$ cat src/rtl/seq_detector_param.sv
// Serial pattern detector with a runtime-loadable pattern, length and overlap mode.
// Ports:
//   clk        - clock, all state updates on the rising edge
//   rst        - asynchronous active-low reset
//   in         - serial data bit, sampled when in_valid=1
//   in_valid   - qualifies in
//   cfg_load   - latches pattern/pat_len/overlap, restarts detection
//   pattern    - target sequence, bit pat_len-1 arrives first, bit 0 last
//   pat_len    - pattern length in bits
//   overlap    - 1 = overlapping matches, 0 = non-overlapping
//   clear      - synchronous clear of match_cnt
//   match      - registered one-cycle pulse per detected occurrence
//   match_cnt  - saturating match count
//   cfg_err    - latched config is illegal, detection disabled
module seq_detector_param #(
  parameter int unsigned MAX_LEN = 8,
  parameter int unsigned LEN_W   = 4,
  parameter int unsigned CNT_W   = 8
) (
  input  logic               clk,
  input  logic               rst,
  input  logic               in,
  input  logic               in_valid,
  input  logic               cfg_load,
  input  logic [MAX_LEN-1:0] pattern,
  input  logic [LEN_W-1:0]   pat_len,
  input  logic               overlap,
  input  logic               clear,
  output logic               match,
  output logic [CNT_W-1:0]   match_cnt,
  output logic               cfg_err
);

  localparam logic [LEN_W-1:0] FULL_LEN = LEN_W'(MAX_LEN);
  localparam logic [LEN_W-1:0] RST_LEN  = LEN_W'(4);
  localparam logic [LEN_W-1:0] MIN_LEN  = LEN_W'(2);
  localparam logic [CNT_W-1:0] CNT_MAX  = '1;

  // state registers
  logic [MAX_LEN-1:0] history;
  logic [LEN_W-1:0]   fill;
  logic [MAX_LEN-1:0] cfg_pattern;
  logic [LEN_W-1:0]   cfg_len;
  logic               cfg_overlap;

  // next-state values
  logic [MAX_LEN-1:0] history_nx;
  logic [LEN_W-1:0]   fill_nx;
  logic [MAX_LEN-1:0] cfg_pattern_nx;
  logic [LEN_W-1:0]   cfg_len_nx;
  logic               cfg_overlap_nx;
  logic               cfg_err_nx;
  logic               match_nx;
  logic [CNT_W-1:0]   match_cnt_nx;

  // combinational helpers
  logic [MAX_LEN-1:0] len_mask_c;
  logic [MAX_LEN-1:0] shifted_c;
  logic [LEN_W-1:0]   fill_inc_c;
  logic               hit_c;

  // Mask selecting the low cfg_len bits; higher pattern bits are don't-care.
  always_comb begin
    len_mask_c = '0;
    for (int i = 0; i < MAX_LEN; i++) begin
      len_mask_c[i] = (LEN_W'(i) < cfg_len);
    end
  end

  // Hit is evaluated on the history as it will look after inserting this bit.
  always_comb begin
    shifted_c  = {history[MAX_LEN-2:0], in};
    fill_inc_c = (fill == FULL_LEN) ? fill : fill + LEN_W'(1);
    hit_c      = in_valid && !cfg_load && !cfg_err &&
                 (fill_inc_c >= cfg_len) &&
                 ((shifted_c & len_mask_c) == (cfg_pattern & len_mask_c));
  end

  // Next-state logic; a load restarts detection and swallows the current bit.
  always_comb begin
    history_nx     = history;
    fill_nx        = fill;
    cfg_pattern_nx = cfg_pattern;
    cfg_len_nx     = cfg_len;
    cfg_overlap_nx = cfg_overlap;
    cfg_err_nx     = cfg_err;
    match_nx       = 1'b0;
    match_cnt_nx   = match_cnt;

    if (cfg_load) begin
      cfg_pattern_nx = pattern;
      cfg_len_nx     = pat_len;
      cfg_overlap_nx = overlap;
      cfg_err_nx     = (pat_len < MIN_LEN) || (pat_len > FULL_LEN);
      history_nx     = '0;
      fill_nx        = '0;
    end else if (in_valid) begin
      history_nx = shifted_c;
      // Non-overlapping mode needs cfg_len fresh bits after each hit.
      fill_nx    = (hit_c && !cfg_overlap) ? '0 : fill_inc_c;
      match_nx   = hit_c;
    end

    // Clear wins over a same-edge hit; the count saturates rather than wraps.
    if (clear) begin
      match_cnt_nx = '0;
    end else if (hit_c && (match_cnt != CNT_MAX)) begin
      match_cnt_nx = match_cnt + CNT_W'(1);
    end
  end

  // State register.
  always_ff @(posedge clk or negedge rst) begin
    if (!rst) begin
      history     <= '0;
      fill        <= '0;
      cfg_pattern <= '0;
      cfg_len     <= RST_LEN;
      cfg_overlap <= 1'b1;
      cfg_err     <= 1'b0;
      match       <= 1'b0;
      match_cnt   <= '0;
    end else begin
      history     <= history_nx;
      fill        <= fill_nx;
      cfg_pattern <= cfg_pattern_nx;
      cfg_len     <= cfg_len_nx;
      cfg_overlap <= cfg_overlap_nx;
      cfg_err     <= cfg_err_nx;
      match       <= match_nx;
      match_cnt   <= match_cnt_nx;
    end
  end

endmodule

$ cat config.mk
export PLATFORM = sky130hd
export DESIGN_NAME = seq_detector_param
export DESIGN_NICKNAME = d
export VERILOG_FILES = /design/src/rtl/seq_detector_param.sv
export SDC_FILE = /design/constraint.sdc
export NUM_CORES = 1
export LEC_CHECK = 0
export CAP_MARGIN = 5
export CORE_MARGIN = 10
export CORE_UTILIZATION = 53
export DETAILED_ROUTE_END_ITERATION = 8
export GPL_ROUTABILITY_DRIVEN = 0
export PLACE_DENSITY = 0.85
export REMOVE_ABC_BUFFERS = 1
export SYNTH_ARGS = -nofsm -noshare
export SYNTH_HDL_FRONTEND = slang
export SYNTH_SLANG_ARGS = --single-unit
$ cat constraint.sdc
create_clock -name clk -period 3.2 [get_ports clk]
set_input_delay 0.48 -clock clk [delete_from_list [all_inputs] [get_ports clk]]
set_output_delay 0.48 -clock clk [all_outputs]
set_load 0.02 [all_outputs]
# ---- After elaboration in Yosys (flattened, before gate mapping)
# Index checks and enable logic that the tools add are counted.
dict set report word_totals {
  memories 0
  mem_bits_ro 0
  reg_bits 34
  ram_bits 0
  elab_cells 48
  latchBits 0
}
dict set report op_classes {
  addsub 2
  muxes 10
  shift 0
  reduce_logical 12
  bitwise_logic 2
  n_eq_ne 3
  mul 0
  magnitude_cmp 11
  n_div 0
}
# op count
set ops {}
lappend ops {{$and A8 B8 Y8} 2}
lappend ops {{$lt A3 B4 Y1 const A} 4}
lappend ops {{$mux W4} 4}
lappend ops {{$mux W8} 2}
lappend ops {{$mux W7} 2}
lappend ops {{$add A8 B1 Y8 const B} 1}
lappend ops {{$eq A8 B8 Y1} 1}
lappend ops {{$lt A1 B4 Y1 const A} 2}
lappend ops {{$lt A2 B4 Y1 const A} 2}
lappend ops {{$ne A8 B8 Y1 const B} 1}
lappend ops {{$logic_and A1 B1 Y1} 6}
lappend ops {{$add A4 B1 Y4 const B} 1}
lappend ops {{$eq A4 B4 Y1 const B} 1}
lappend ops {{$ge A4 B4 Y1} 1}
lappend ops {{$gt A4 B4 Y1 const B} 1}
lappend ops {{$lt A4 B2 Y1 const B} 1}
lappend ops {{$reduce_bool A2 Y1} 2}
lappend ops {{$logic_not A1 Y1} 3}
lappend ops {{$mux W1} 2}
lappend ops {{$logic_or A1 B1 Y1} 1}

# ---- Logic depth before layout (Yosys ltp)
dict set report logic_depth {
  ltp_word 9
  ltp_mapped 13
  ltp_nobuf 12
}

# ---- Least setup slack after synthesis
# OpenSTA, ideal clock, no wires.
dict set report synth_timing {
  path_type {reg2reg}
  start {register fill[0]}
  end {register match_cnt[4]}
  period_less_slack_ns 2.459
  required_time_ns 3.075
  path_stages_with_launch 14
  setup_ns 0.125
  arrival_time_ns 2.334
  slack_ns 0.741
  cell_sequence {dfrtp_1 inv_1 ha_1 nand2_1 nor2_1 xnor2_1 ha_1 nand2b_1 a211oi_1 o21bai_1 and3_1 buf_6 nand4_4 mux2_4}
}
dict set report synth_via {
  elab_chain_len 7
}
# element line_no
set synth_lines {}
lappend synth_lines {{start: declaration} 41} ;# logic [LEN_W-1:0] fill;
lappend synth_lines {{start signal: assignment} 125} ;# fill <= fill_nx;
lappend synth_lines {{$add A4 B1 Y4 or $eq A4 B4 Y1 (tied branches)} 73} ;# fill_inc_c = (fill == FULL_LEN) ? fill : fill + LEN_W'(1);
lappend synth_lines {{$mux W4 *} 73}
lappend synth_lines {{$ge A4 B4 Y1 *} 75} ;# (fill_inc_c >= cfg_len) &&
lappend synth_lines {{$logic_and A1 B1 Y1 *} 74} ;# hit_c = in_valid && !cfg_load && !cfg_err &&
lappend synth_lines {{$logic_and A1 B1 Y1 *} 75}
lappend synth_lines {{$logic_and A1 B1 Y1 *} 107} ;# end else if (hit_c && (match_cnt != CNT_MAX)) begin
lappend synth_lines {{$reduce_bool A2 Y1 (no source line) *} -}
lappend synth_lines {{end signal: assignment} 131} ;# match_cnt <= match_cnt_nx;
lappend synth_lines {{end: declaration} 30} ;# output logic [CNT_W-1:0] match_cnt,
# Every way passes the cells marked *; elsewhere a longest branch is shown, timed or not.
# A chain may end at the register's enable or synchronous reset.

# ---- Final worst setup path
# Ends and elaborated chain as after synthesis.

==> results.toml <==
[grt]
antenna_found_initial = 0
grt_pass1_vias = 1452
grt_max_degree = 35
grt_overflow_total = 0
grt_pass1_wl_um = 6790
global_route.usage.total_pct = 13.4

[synthesis]
netlist.area_leader.share_pct = 43.0
ys_async_sr_fraction_pct = 100
synth_top_flop_cell = "dfrtp_1"
synth_area_leader_cell = "dfrtp_1"
synth_seq_cells = 34
yosysUniqueCellTypes = 44
synth_area_leaders = "dfrtp_1 (43%), mux2_2 (5.4%), mux2i_1 (5.4%)"
yosys_warnings = 0
seq_area_frac_synth_pct = 45.8
syn_inst = 170
synth_edf_count = 0
synth.avg_cell_area_um2 = 11.0
synth_area_um2 = 1860

[hold_path]
hold_class = "in -> async"

[critical_path]
end_kind = "flip-flop"
start_kind = "flip-flop"
critPathMaxFanout = 10
critPathArrivalTime_ns = 3.05
path_class = "reg -> reg"
cp.required_ns = 3.43

[place]
dp_slack_ns = 0.407
dpl_cell_area_um2 = 2190
io_buffers = 28
hpwl_um = 2940

[routing]
wl_um = 3860
drtIter0Drc = 109
viasPerCell = 5.44
ant_nets = 0
drt_pass1_iterations = 4
route.detailed.wl_per_inst_um = 15.5
num_vias = 1355
route.detailed.drc = 0

[layout]
drive_above_1_share_pct = 15.3
finish.instance_area_um2 = 2240
area_growth_pct = 20.2
n_fill_cell = 306
finish.net_count = 228
ff_latch_area_um2 = 853
insertedDiodeCount = 0
multiInputGateArea_um2 = 933

[pwr]
power_mw = 0.837
powerDensity_nw_per_um2 = 374
irDropWorstVdd_mv = 0.304
p_leak_nw = 0.968

[timing]
skew_ns = 0.00646
finalMaxSlewViolations = 0
min_period_over_period_pct = 88.1
setup_viol = 0
finalWorstSetupSlack_ns = 0.381
fin_setup_tns_ns = 0
fin_crit_ns = 2.82
tightest_slew_ns = 0.481
fmax_ghz = 0.355
hold_violations = 0
slew-limit-headroom_pct = 67.9
rsz0062_at_grt = "no"

[cts]
cts_tree = "built"
cts.clk_slew.worst_paths_ns = 0.10
cts_max_level = 2
clk_latency_ns = 0.34
cts.sinks = 34
cts_made_buffers = 5
cts_setup_buffers = 0
cts-root-buf = "clkbuf_4"
clockBufferDepth = 2
cts_hold_buf = 0
cts_resized = 0

[floorplan]
die_h_um = 79.3
ios = 29
die_x_um = 79.3
num_rows = 21
core_um2 = 3360
initial_core_util_pct = 55.4
die_area_um2 = 6280

[run]
drv_cap = 0

[outcome]
outcome = "finished clean"
[path summary, 6_finish.rpt]
check / startpoint / end / slack (ns) / depth (start not counted)
setup / recovery: fill[0] / match_cnt[4] / 0.38 / 12
hold / removal: rst / cfg_pattern[3] / 0.53 / 2
setup reg to reg: fill[0] / match_cnt[4] / 0.38 / 12
hold reg to reg: cfg_pattern[0] / cfg_pattern[0] / 0.54 / 1
max in group asynchronous: rst / cfg_len[2] / 2.33 / 2
min in group clk: cfg_pattern[0] / cfg_pattern[0] / 0.54 / 1
[cells by family (layout without fill, tap and decap cells)]
kind of cell | count (synthesis) | after routing | synth area share [%]
AOI/OAI and AO/OA | 29 | 29 | 11.4
buffers and inverters | 17 | 50 | 4.03
muxes | 21 | 21 | 12.4
and+or+nand+nor | 50 | 50 | 15.9
DFF | 34 | 34 | 45.8
adders and majority gates | 7 | 7 | 4.70
xor gates and xnor gates | 12 | 12 | 5.65
[where the power goes]
| group | switching (mW) | internal [mW] |
|---|---|---|
| registers | 0.0252 | 0.452 |
| logic | 0.0643 | 0.0706 |
| clock network | 0.137 | 0.0875 |
| total | 0.227 | 0.611 |
[registers in the layout (all words and copies together), names as in the netlist]
register     flops
cfg_err          1
cfg_len          4
cfg_overlap      1
cfg_pattern      8
fill             4
history          7
match            1
match_cnt        8
[Yosys cell counts, types with 2 or more instances]
cell,number
a211oi_1,2
a21o_2,2
a21oi_1,6
a31oi_1,2
and3_1,4
buf_1,2
clkbuf_1,2
dfrtp_1,32
dfstp_2,2
ha_1,7
inv_1,11
mux2_2,9
mux2_4,2
mux2i_1,10
nand2_1,8
nand2b_1,4
nand3_1,4
nor2_1,15
nor3b_1,3
o211ai_1,3
o21ai_0,6
o22ai_1,2
xnor2_1,11
[per-stage QoR]
step / hold slack [ns] / utilization, % / cells
after floorplan: 0.184 / - / 164
after detailed placement: 0.522 / 65.1 / 241
final: 0.528 / 66.5 / 249
after global routing: 0.565 / 66.5 / 249
after global placement: 0.514 / 65.1 / 241
after CTS: 0.544 / 66.5 / 249
[area by class of cell]
class / instances / area share, %
Inverter: 11 / 1.85
Tap cell: 46 / 2.57
Sequential cell: 34 / 38.1
Multi-Input combinational cell: 119 / 41.7
Timing Repair Buffer: 31 / 13.5
Clock buffer: 8 / 2.18
[layout by cell type, fill, tap and decap left out, types with 4 or more instances in the layout]
master	count
a21oi_1	6
ha_1	7
clkdlybuf4s50_1	28
clkbuf_4	5
nand2b_1	4
mux2i_1	10
and3_1	4
nor2_1	15
xnor2_1	11
nand3_1	4
mux2_2	9
dfrtp_1	32
inv_1	11
nand2_1	8
o21ai_0	6
[worst max-delay path, cell delays in order (launching register included)]
cell      delay [ns]
dfrtp_1         0.42
inv_1           0.09
ha_1            0.20
nand2_1         0.08
nor2_1          0.05
xnor2_1         0.22
ha_1            0.27
nand2b_1        0.14
a211oi_1        0.26
o21bai_1        0.17
and3_1          0.35
nand4_4         0.17
mux2_4          0.30
[routing by layer]
metal	vias to the layer above	GRT usage, %	share of wire, %
met4	0	4.84	1.8
li1	662	-	-
met3	6	4.50	2.6
met2	18	22.5	53
met1	669	15.5	43
met5	-	0	0
No activity file was read; power rests on OpenSTA's default activity.
==> RTL change, RTL diff (same settings) <==
Set the parameter `MAX_LEN` to 4 (it was 8).
--- a/src/rtl/seq_detector_param.sv
+++ b/src/rtl/seq_detector_param.sv
@@ -14,5 +14,5 @@
 //   cfg_err    - latched config is illegal, detection disabled
 module seq_detector_param #(
-  parameter int unsigned MAX_LEN = 8,
+  parameter int unsigned MAX_LEN = 4,
   parameter int unsigned LEN_W   = 4,
   parameter int unsigned CNT_W   = 8
Ports: changed (resized pattern); port bits go from 29 to 25. The function was not compared with the original's and may differ.
==> RTL change against the original RTL <==
Critical path depth down 2. Power down 17%. Global-route usage down 1.8 points. Final area down 22%. Worst setup slack better by 140 ps. Wire length down 19%. Area after synthesis down 23%. Largest cell class unchanged. Sequential cell count down 8. Highest routed layer unchanged. Utilization up 2.3 points.
==> RTL change: results <==
group,metric,value,unit
status,status,"finished clean",
logic_synthesis,netlist_instances,141,
critical_path,reg2reg_depth,10,
detailed_routing,dr_wl_met3,89,um
global_route,gr-usage-met1,14.6,%
critical_path,endpoint,"match_cnt[5]",
critical_path,cp.arrival,2900,ps
detailed_routing,drtIter0Drc,47,
sta,finalCritPeriodShare,83.8,%
global_route,grt_pass1_vias,1078,
logic_synthesis,synthMuxAreaShare,8.25,%
layout,seqCellArea,653,um^2
clocking,cts_htree_levels,1,
global_route,use_met3,1.63,%
power,p_leak,0.000726,uW
layout,largest_register_ffs,8,
sta,fin_skew,7.22,ps
place,io_buffers,24,
clocking,cts_buffers,3,
critical_path,cp_max_fo,14,
place,place_ws,525,ps
logic_synthesis,synth.area.top_cells,"dfrtp_1 (42%), ha_1 (6.1%), mux2_2 (5.5%)",
logic_synthesis,synthDistinctLibCells,39,
clocking,clk_pin_slew,140,ps
global_route,track_usage,11.6,%
logic_synthesis,ys_seq_area_share,45.3,%
layout,largest-register,"match_cnt",
detailed_routing,viasPerCell,5.89,
detailed_routing,wl,3.12,mm
detailed_routing,firstDrtPassIters,6,
critical_path,cp_top_family,"compound AO/OA/AOI/OAI gates",
clocking,clock_latency,320,ps
logic_synthesis,synthAdderAreaFrac,6.08,%
layout,nets,188,
detailed_routing,wl_met2,1.64,mm
place,dpl-instance-area,1700,um^2
power,p_sw,170,uW
layout,fill_cells,202,
place,place_hpwl,2.42,mm
logic_synthesis,synth_common_cells,"dfrtp_1 (24), inv_1 (11), o21ai_0 (10), nor2_1 (9)",
detailed_routing,wl_per_cell,16.0,um
sta,worst_slew_pin_slew,413,ps
layout,drive_above_1_share,11.5,%
global_route,use_met2,19.6,%
critical_path,cp_slowest_cell,"a221o_1",
power,vdd_drop_max,0.000376,V
global_route,grt_max_degree,27,
critical_path,slowest_delay,480,ps
critical_path,rrSetupSlack,520,ps
logic_synthesis,synth_xor_area_share,3.04,%
-- RTL change: cell count changes in the layout (fill, tap and decap cells not counted), sizes merged, moves of 5 or more --
cell / delta
dfrtp: -8
mux2i: -6
nor2: -6
xnor2: -6
and3: -5
clkbuf: -5
-- RTL change: layout make-up --
cell class | instances | area share (%)
inverters | 11 | 2.36
clock inverters | 1 | 1.71
well taps | 30 | 2.14
multi-input cells | 98 | 40.6
flip-flops and latches | 26 | 37.3
clock buffers | 3 | 1.29
repair buffers | 26 | 14.6
-- RTL change: metrics by stage --
stage               hold WS [ps]  power (uW)
floorplan                    184         427
global placement             520         473
detailed placement           519         480
CTS                          508         705
global route                 519         729
finish                       506         697
-- RTL change: power by group through the flow --
| stage | Clock [uW] | Combinational, uW | Sequential [uW] |
|---|---|---|---|
| finish | 223 | 114 | 360 |
| detailed placement | 0 | 113 | 367 |
| floorplan | 0 | 62.7 | 364 |
| CTS | 230 | 115 | 361 |
| global route | 240 | 126 | 363 |
| global placement | 0 | 107 | 366 |
